<file path="src/rtl/mul_pkg.sv">
// -----------------------------------------------------------------------------
// mul_pkg
// Shared types and helpers for the RV32M pipelined Vedic multiplier.
//   mul_op_e     : multiply mode encoding (MUL, MULH, MULHSU, MULHU)
//   op_a_signed  : 1 when operand a is treated as signed for the given mode
//   op_b_signed  : 1 when operand b is treated as signed for the given mode
//   MUL_LAT      : accept-to-result latency in cycles
// Configuration macro: VMUL_OUT_REG_EN (adds an output register, latency 4).
// -----------------------------------------------------------------------------
package mul_pkg;

    typedef enum logic [1:0] {
        MUL    = 2'b00,
        MULH   = 2'b01,
        MULHSU = 2'b10,
        MULHU  = 2'b11
    } mul_op_e;

`ifdef VMUL_OUT_REG_EN
    localparam int MUL_LAT = 4;
`else
    localparam int MUL_LAT = 3;
`endif

    function automatic logic op_a_signed(input mul_op_e op);
        return op != MULHU;
    endfunction

    function automatic logic op_b_signed(input mul_op_e op);
        return (op == MUL) || (op == MULH);
    endfunction

endpackage

</file>
<file path="src/rtl/vedic_mul_core.sv">
// -----------------------------------------------------------------------------
// vedic_mul_core
// Purely combinational unsigned W x W -> 2W multiplier using the Urdhva
// Tiryagbhyam (vertically and crosswise) method: each product column k sums
// every a[i]&b[k-i] cross term plus the carry rippling in from column k-1.
// Ports:
//   i_a, i_b : W-bit unsigned operands
//   o_p      : 2W-bit unsigned product
// -----------------------------------------------------------------------------
module vedic_mul_core #(
    parameter int W = 16
) (
    input  logic [W-1:0]   i_a,
    input  logic [W-1:0]   i_b,
    output logic [2*W-1:0] o_p
);

    // A column holds at most W cross terms plus a carry below W, so it stays
    // under 2W and CW bits are always enough.
    localparam int CW = $clog2(W) + 2;

    logic [CW-1:0] w_col;
    logic [CW-1:0] w_carry;

    always_comb begin
        // NOTE: every variable gets a default before the loops so no path
        // leaves a value unassigned and no latch is inferred.
        o_p     = '0;
        w_col   = '0;
        w_carry = '0;
        for (int k = 0; k < 2 * W; k++) begin
            int lo;
            int hi;
            lo    = (k < W) ? 0 : k - W + 1;
            hi    = (k < W) ? k : W - 1;
            w_col = w_carry;
            for (int i = lo; i <= hi; i++) begin
                w_col = w_col + CW'(i_a[i] & i_b[k - i]);
            end
            o_p[k]  = w_col[0];
            w_carry = w_col >> 1;
        end
    end

endmodule

</file>
<file path="src/rtl/vedic_mul_pipe.sv">
// -----------------------------------------------------------------------------
// vedic_mul_pipe
// Pipelined WIDTH x WIDTH multiplier for the RV32M execute stage supporting
// MUL, MULH, MULHSU and MULHU, with valid/ready handshakes and a pass-through tag.
//   S1: operand sign conditioning (magnitudes + product sign)
//   S2: four (WIDTH/2)^2 partial products from vedic_mul_core
//   S3: accumulation, sign fix, output half select
//   S4: optional output register (VMUL_OUT_REG_EN defined), latency 4 instead of 3
// Ports:
//   clk_i, rst_ni            : clock, synchronous active-low reset
//   in_valid_i / in_ready_o  : input handshake (in_ready_o = ~stall)
//   op_i, a_i, b_i, tag_i    : mode, rs1, rs2, sideband tag
//   flush_i                  : drop every in-flight op, including one accepted now
//   out_valid_o / out_ready_i: output handshake, outputs held while stalled
//   result_o, tag_o          : selected product half and its tag
// -----------------------------------------------------------------------------
module vedic_mul_pipe
    import mul_pkg::*;
#(
    parameter int WIDTH = 32,
    parameter int TAG_W = 5
) (
    input  logic             clk_i,
    input  logic             rst_ni,
    input  logic             in_valid_i,
    output logic             in_ready_o,
    input  logic [1:0]       op_i,
    input  logic [WIDTH-1:0] a_i,
    input  logic [WIDTH-1:0] b_i,
    input  logic [TAG_W-1:0] tag_i,
    input  logic             flush_i,
    output logic             out_valid_o,
    input  logic             out_ready_i,
    output logic [WIDTH-1:0] result_o,
    output logic [TAG_W-1:0] tag_o
);

    localparam int H = WIDTH / 2;

    // ---------------- handshake ----------------
    logic w_stall;
    logic w_accept;

    // A stalled output freezes the whole pipe, so bubbles never overtake data.
    assign w_stall    = out_valid_o & ~out_ready_i;
    assign in_ready_o = ~w_stall;
    assign w_accept   = in_valid_i & in_ready_o;

    // ---------------- S1: sign conditioning ----------------
    mul_op_e          w_op;
    logic             w_a_neg;
    logic             w_b_neg;
    logic [WIDTH-1:0] w_mag_a;
    logic [WIDTH-1:0] w_mag_b;

    assign w_op    = mul_op_e'(op_i);
    assign w_a_neg = op_a_signed(w_op) & a_i[WIDTH-1];
    assign w_b_neg = op_b_signed(w_op) & b_i[WIDTH-1];
    // -2^(WIDTH-1) negates to itself, which read as unsigned is the right magnitude.
    assign w_mag_a = w_a_neg ? -a_i : a_i;
    assign w_mag_b = w_b_neg ? -b_i : b_i;

    logic             r_s1_valid;
    logic [WIDTH-1:0] r_s1_a;
    logic [WIDTH-1:0] r_s1_b;
    logic             r_s1_neg;
    logic             r_s1_hi;
    logic [TAG_W-1:0] r_s1_tag;

    // NOTE: sequential state uses non-blocking assignments so every stage
    // samples the previous stage's value from before the clock edge.
    always_ff @(posedge clk_i) begin
        if (!rst_ni)       r_s1_valid <= 1'b0;
        else if (flush_i)  r_s1_valid <= 1'b0;
        else if (!w_stall) r_s1_valid <= w_accept;
    end

    // NOTE: datapath registers are not reset; only the valid bits qualify them,
    // and loads are gated by upstream valid to avoid needless toggling.
    always_ff @(posedge clk_i) begin
        if (w_accept) begin
            r_s1_a   <= w_mag_a;
            r_s1_b   <= w_mag_b;
            r_s1_neg <= w_a_neg ^ w_b_neg;
            r_s1_hi  <= (w_op != MUL);
            r_s1_tag <= tag_i;
        end
    end

    // ---------------- S2: partial products ----------------
    logic [WIDTH-1:0] w_pp_ll;
    logic [WIDTH-1:0] w_pp_lh;
    logic [WIDTH-1:0] w_pp_hl;
    logic [WIDTH-1:0] w_pp_hh;

    vedic_mul_core #(.W(H)) u_core_ll (.i_a(r_s1_a[H-1:0]),     .i_b(r_s1_b[H-1:0]),     .o_p(w_pp_ll));
    vedic_mul_core #(.W(H)) u_core_lh (.i_a(r_s1_a[H-1:0]),     .i_b(r_s1_b[WIDTH-1:H]), .o_p(w_pp_lh));
    vedic_mul_core #(.W(H)) u_core_hl (.i_a(r_s1_a[WIDTH-1:H]), .i_b(r_s1_b[H-1:0]),     .o_p(w_pp_hl));
    vedic_mul_core #(.W(H)) u_core_hh (.i_a(r_s1_a[WIDTH-1:H]), .i_b(r_s1_b[WIDTH-1:H]), .o_p(w_pp_hh));

    logic             r_s2_valid;
    logic [WIDTH-1:0] r_s2_ll;
    logic [WIDTH-1:0] r_s2_lh;
    logic [WIDTH-1:0] r_s2_hl;
    logic [WIDTH-1:0] r_s2_hh;
    logic             r_s2_neg;
    logic             r_s2_hi;
    logic [TAG_W-1:0] r_s2_tag;

    always_ff @(posedge clk_i) begin
        if (!rst_ni)       r_s2_valid <= 1'b0;
        else if (flush_i)  r_s2_valid <= 1'b0;
        else if (!w_stall) r_s2_valid <= r_s1_valid;
    end

    always_ff @(posedge clk_i) begin
        if (!w_stall && r_s1_valid) begin
            r_s2_ll  <= w_pp_ll;
            r_s2_lh  <= w_pp_lh;
            r_s2_hl  <= w_pp_hl;
            r_s2_hh  <= w_pp_hh;
            r_s2_neg <= r_s1_neg;
            r_s2_hi  <= r_s1_hi;
            r_s2_tag <= r_s1_tag;
        end
    end

    // ---------------- S3: accumulate, sign fix, half select ----------------
    logic [2*WIDTH-1:0] w_sum;
    logic [2*WIDTH-1:0] w_prod;
    logic [WIDTH-1:0]   w_sel;

    // hh and ll do not overlap, so they concatenate; the cross terms sit at H.
    assign w_sum  = {r_s2_hh, r_s2_ll}
                  + {{H{1'b0}}, r_s2_lh, {H{1'b0}}}
                  + {{H{1'b0}}, r_s2_hl, {H{1'b0}}};
    // Negating a zero product gives zero again, so no negative-zero case exists.
    assign w_prod = r_s2_neg ? -w_sum : w_sum;
    assign w_sel  = r_s2_hi ? w_prod[2*WIDTH-1:WIDTH] : w_prod[WIDTH-1:0];

    logic             r_s3_valid;
    logic [WIDTH-1:0] r_s3_result;
    logic [TAG_W-1:0] r_s3_tag;

    always_ff @(posedge clk_i) begin
        if (!rst_ni) begin
            r_s3_valid  <= 1'b0;
            r_s3_result <= '0;
            r_s3_tag    <= '0;
        end else begin
            if (flush_i)       r_s3_valid <= 1'b0;
            else if (!w_stall) r_s3_valid <= r_s2_valid;
            if (!w_stall && r_s2_valid) begin
                r_s3_result <= w_sel;
                r_s3_tag    <= r_s2_tag;
            end
        end
    end

`ifdef VMUL_OUT_REG_EN
    // ---------------- S4: output register ----------------
    logic             r_s4_valid;
    logic [WIDTH-1:0] r_s4_result;
    logic [TAG_W-1:0] r_s4_tag;

    always_ff @(posedge clk_i) begin
        if (!rst_ni) begin
            r_s4_valid  <= 1'b0;
            r_s4_result <= '0;
            r_s4_tag    <= '0;
        end else begin
            if (flush_i)       r_s4_valid <= 1'b0;
            else if (!w_stall) r_s4_valid <= r_s3_valid;
            if (!w_stall && r_s3_valid) begin
                r_s4_result <= r_s3_result;
                r_s4_tag    <= r_s3_tag;
            end
        end
    end

    assign out_valid_o = r_s4_valid;
    assign result_o    = r_s4_result;
    assign tag_o       = r_s4_tag;
`else
    assign out_valid_o = r_s3_valid;
    assign result_o    = r_s3_result;
    assign tag_o       = r_s3_tag;
`endif

endmodule

</file>
<file path="config.mk">
export PLATFORM = sky130hd
export DESIGN_NAME = vedic_mul_pipe
export DESIGN_NICKNAME = d
export VERILOG_FILES = /design/src/rtl/mul_pkg.sv /design/src/rtl/vedic_mul_core.sv /design/src/rtl/vedic_mul_pipe.sv
export SDC_FILE = /design/constraint.sdc
export NUM_CORES = 2
export LEC_CHECK = 0
export CORE_MARGIN = 4
export CORE_UTILIZATION = 50
export DETAILED_ROUTE_END_ITERATION = 8
export DONT_BUFFER_PORTS = 1
export PLACE_DENSITY = 0.67
export REMOVE_ABC_BUFFERS = 1
export SYNTH_ARGS = -nofsm -noshare
export SYNTH_HDL_FRONTEND = slang
export SYNTH_SLANG_ARGS = --single-unit
</file>
<file path="constraint.sdc">
create_clock -name clk_i -period 72.5 [get_ports clk_i]
set_clock_uncertainty 0.2 [all_clocks]
set_input_delay 14.5 -clock clk_i [delete_from_list [all_inputs] [get_ports clk_i]]
set_output_delay 14.5 -clock clk_i [all_outputs]
set_load 0.01 [all_outputs]
</file>
==> results.sh <==
export IMPL_drive_above_1_share_pct=3.43
export IMPL_fmax_mhz=18.4
export IMPL_num_rows=117
export IMPL_insertion_delay_ns=0.63
export IMPL_synthDistinctLibCells=97
export IMPL_clkSinkCount=246
export IMPL_synth_top_family_by_area="adder cells"
export IMPL_cp_slowest_cell="sky130_fd_sc_hd__edfxtp_1"
export IMPL_fillCellCount=9391
export IMPL_cts_max_level=1
export IMPL_final_cycle_utilization_of_the_critical_path_pct=75.0
export IMPL_yosys_top_cells_area="sky130_fd_sc_hd__fa_1 28%, sky130_fd_sc_hd__ha_1 17%, sky130_fd_sc_hd__edfxtp_1 12%"
export IMPL_grt_overflow_total=0
export IMPL_avgSynthCellArea_sq_um=9.10
export IMPL_die_width_um=328
export IMPL_most_used_dff_post_synth="sky130_fd_sc_hd__edfxtp_1"
export IMPL_final_seq_area_sq_um=6990
export IMPL_initial_utilization_pct=50.3
export IMPL_worst_setup_path_start_kind="flip-flop"
export IMPL_io_buffers=0
export IMPL_io_pins=115
export IMPL_yosysTopAreaCellShare_pct=27.9
export IMPL_setup_violations_final=0
export IMPL_path_common_cell="sky130_fd_sc_hd__fa_1"
export IMPL_worst_ep_arrival_time_ns=54.54
export IMPL_cts_reportedPaths_clkPinSlew_ns=0.07
export IMPL_final_antenna_net_count=0
export IMPL_final_hold_viol_count=0
export IMPL_via_count=39169
export IMPL_maxSlewHeadroom_pct=35.3
export IMPL_total_clock_buffers_created_by_cts=30
export IMPL_area_occupied_by_multi_input_gates_sq_um=40000
export IMPL_ys_top_cells_by_count="843 x sky130_fd_sc_hd__inv_1, 780 x sky130_fd_sc_hd__nand2_1, 713 x sky130_fd_sc_hd__fa_1"
export IMPL_timing_hold_worst_class="reg2reg"
export IMPL_finalWorstSetupSlack_ns=18.15
export IMPL_post_cts_resized_instances=0
export IMPL_floorplan_core_area_sq_um=102000
export IMPL_yosys_area_share_adder_pct=44.9
export IMPL_slew_limit_fails=0
export IMPL_detail_route_drc_violations=0
export IMPL_mux_cell_area_share_after_synthesis_pct=0.418
export IMPL_drt_pass1_iterations=6
export IMPL_dieArea_sq_um=108000
export IMPL_cts_hold_fix_buffers=0
export IMPL_cts_tree="built"
export IMPL_placement_setup_worst_slack_ns=18.21
export IMPL_ys_warn_count=0
export IMPL_grt_first_pass_wirelength_um=225000
export IMPL_run_status="finished clean"
export IMPL_avgRoutedWirePerCell_um=20.6
export IMPL_root_buffer="sky130_fd_sc_hd__clkbuf_16"
export IMPL_dp_hpwl_um=105000
export IMPL_critical_path_endpoint_type="flip-flop"
export IMPL_die_span_y_um=328
export IMPL_drt_iter0_drc=2951
export IMPL_avgViaCountPerCell=5.69
export IMPL_final_setup_tns_ns=0
export IMPL_synth_most_common_cell="sky130_fd_sc_hd__inv_1"
export IMPL_maximum_number_of_pins_on_one_net_before_global_route_repair=72
export IMPL_grt_pass1_vias=40733
export IMPL_grt_use_total_pct=26.6
export IMPL_placedCellCount=6820
export IMPL_finalWorstPathRequiredPeriod_ns=54.35
export IMPL_place_congestion=0.902
export IMPL_synth_simple_gate_area_share_pct=16.0
export IMPL_number_of_enable_type_register_cells_in_the_synthesized_netlist=206
export IMPL_synth_seq_cells=246
export IMPL_ys_async_sr_fraction_pct=0
export IMPL_syn_area_sq_um=51200
export IMPL_yosysSeqAreaShare_pct=13.7
export IMPL_critical_path_max_fanout=17
export IMPL_routed_wirelength_um=142000
export IMPL_unrepaired_setup_endpoints_after_global_routing="no"
export IMPL_criticalPathCategory="reg2reg"
export IMPL_critical_path_top_delay_family="adder cells"
export IMPL_synth_instances=5625
export IMPL_post_cts_repair_setup_buffers=0
export IMPL_crit_required_ns=72.69
export IMPL_synth_xor_area_share_pct=6.47
export IMPL_synth_top_area_cell="sky130_fd_sc_hd__fa_1"
export IMPL_crit_path_max_incr_delay_ns=0.78
export IMPL_tightest_slew_ns=0.958
export IMPL_final_non_filler_cells=6878
export IMPL_ctsLongestPathBuffers=3
export IMPL_timing_critical_path_buf_inv=41
export IMPL_synth_compound_area_share_pct=10.4
export IMPL_finalNetCount=6968
export IMPL_area_delta_synth_final_pct=4.56
export IMPL_cap_viol_max_count=0
export IMPL_grt_antenna_before_repair=8
## metal layers
layer	track usage (%)	vias to the layer above	routed length [um]
met5	0	-	29
met4	9.33	4	6080
met3	4.86	332	12800
met2	43.9	1585	65600
met1	35.1	19380	57300
li1	-	17868	-
## sequential cells by signal, summed over array words and instances (netlist names), 32 cells and up
register,count
r_s1_b,32
r_s2_hh,32
r_s2_ll,32
r_s2_hl,32
r_s2_lh,32
result_o,32
r_s1_a,32
## final timing paths
path | from | end | slack, ns | cells after the start
setup / recovery | r_s1_b[17] | r_s2_hh[31] | 18.15 | 160
hold / removal | r_s1_tag[1] | r_s2_tag[1] | 0.22 | 0
setup reg to reg | r_s1_b[17] | r_s2_hh[31] | 18.15 | 160
hold reg to reg | r_s1_tag[1] | r_s2_tag[1] | 0.22 | 0
## area by class of cell
type | instances | share of cell area (%)
multi-input combinational | 4284 | 74.8
sequential | 246 | 13.1
inverter | 844 | 5.92
tap | 1368 | 3.20
clock buffer | 38 | 1.59
timing repair buffer | 78 | 1.09
clock inverter | 18 | 0.320
antenna | 2 | 0.00935
## cell families (layout without fill, tap and decap cells)
kind of cell,after synthesis,after routing
adders and majority gates,1408,1408
muxes,21,21
AOI/OAI and AO/OA,798,798
and+or+nand+nor,1679,1679
other,0,2
DFF,246,246
xor gates and xnor gates,378,378
buffers and inverters,1095,978
## stage by stage
step	hold slack [ns]	utilization (%)	instance area [sq um]
2_1_floorplan	0.200	-	50200
5_1_grt	0.233	52.6	53500
3_3_place_gp	0.202	51.6	52500
6_report	0.223	52.6	53500
3_5_place_dp	0.211	51.6	52500
4_1_cts	0.226	52.6	53500
## cells in the final DEF (no fill, tap or decap), drive strengths merged, types with 40 or more instances in the layout
master and instances:
a21o 195, a21oi 258, and2 414, buf 78, dfxtp 40, edfxtp 206, fa 713, ha 695
inv 848, nand2 781, nor2 179, nor2b 56, nor3 57, o21ai 117, xnor2 221, xor2 157
## worst reg2reg max path, delay by kind of cell (launching register included)
| family | cells | cell delay [ns] |
|---|---|---|
| XOR/XNOR | 5 | 0.75 |
| flip-flops | 1 | 0.78 |
| AND/OR/NAND/NOR | 1 | 0.16 |
| buffers and inverters | 41 | 2.77 |
| adder cells (fa/ha/maj) | 113 | 49.40 |
Power is not shown: default switching activity piles up to over one toggle a cycle in this logic, so the estimate is an artifact.
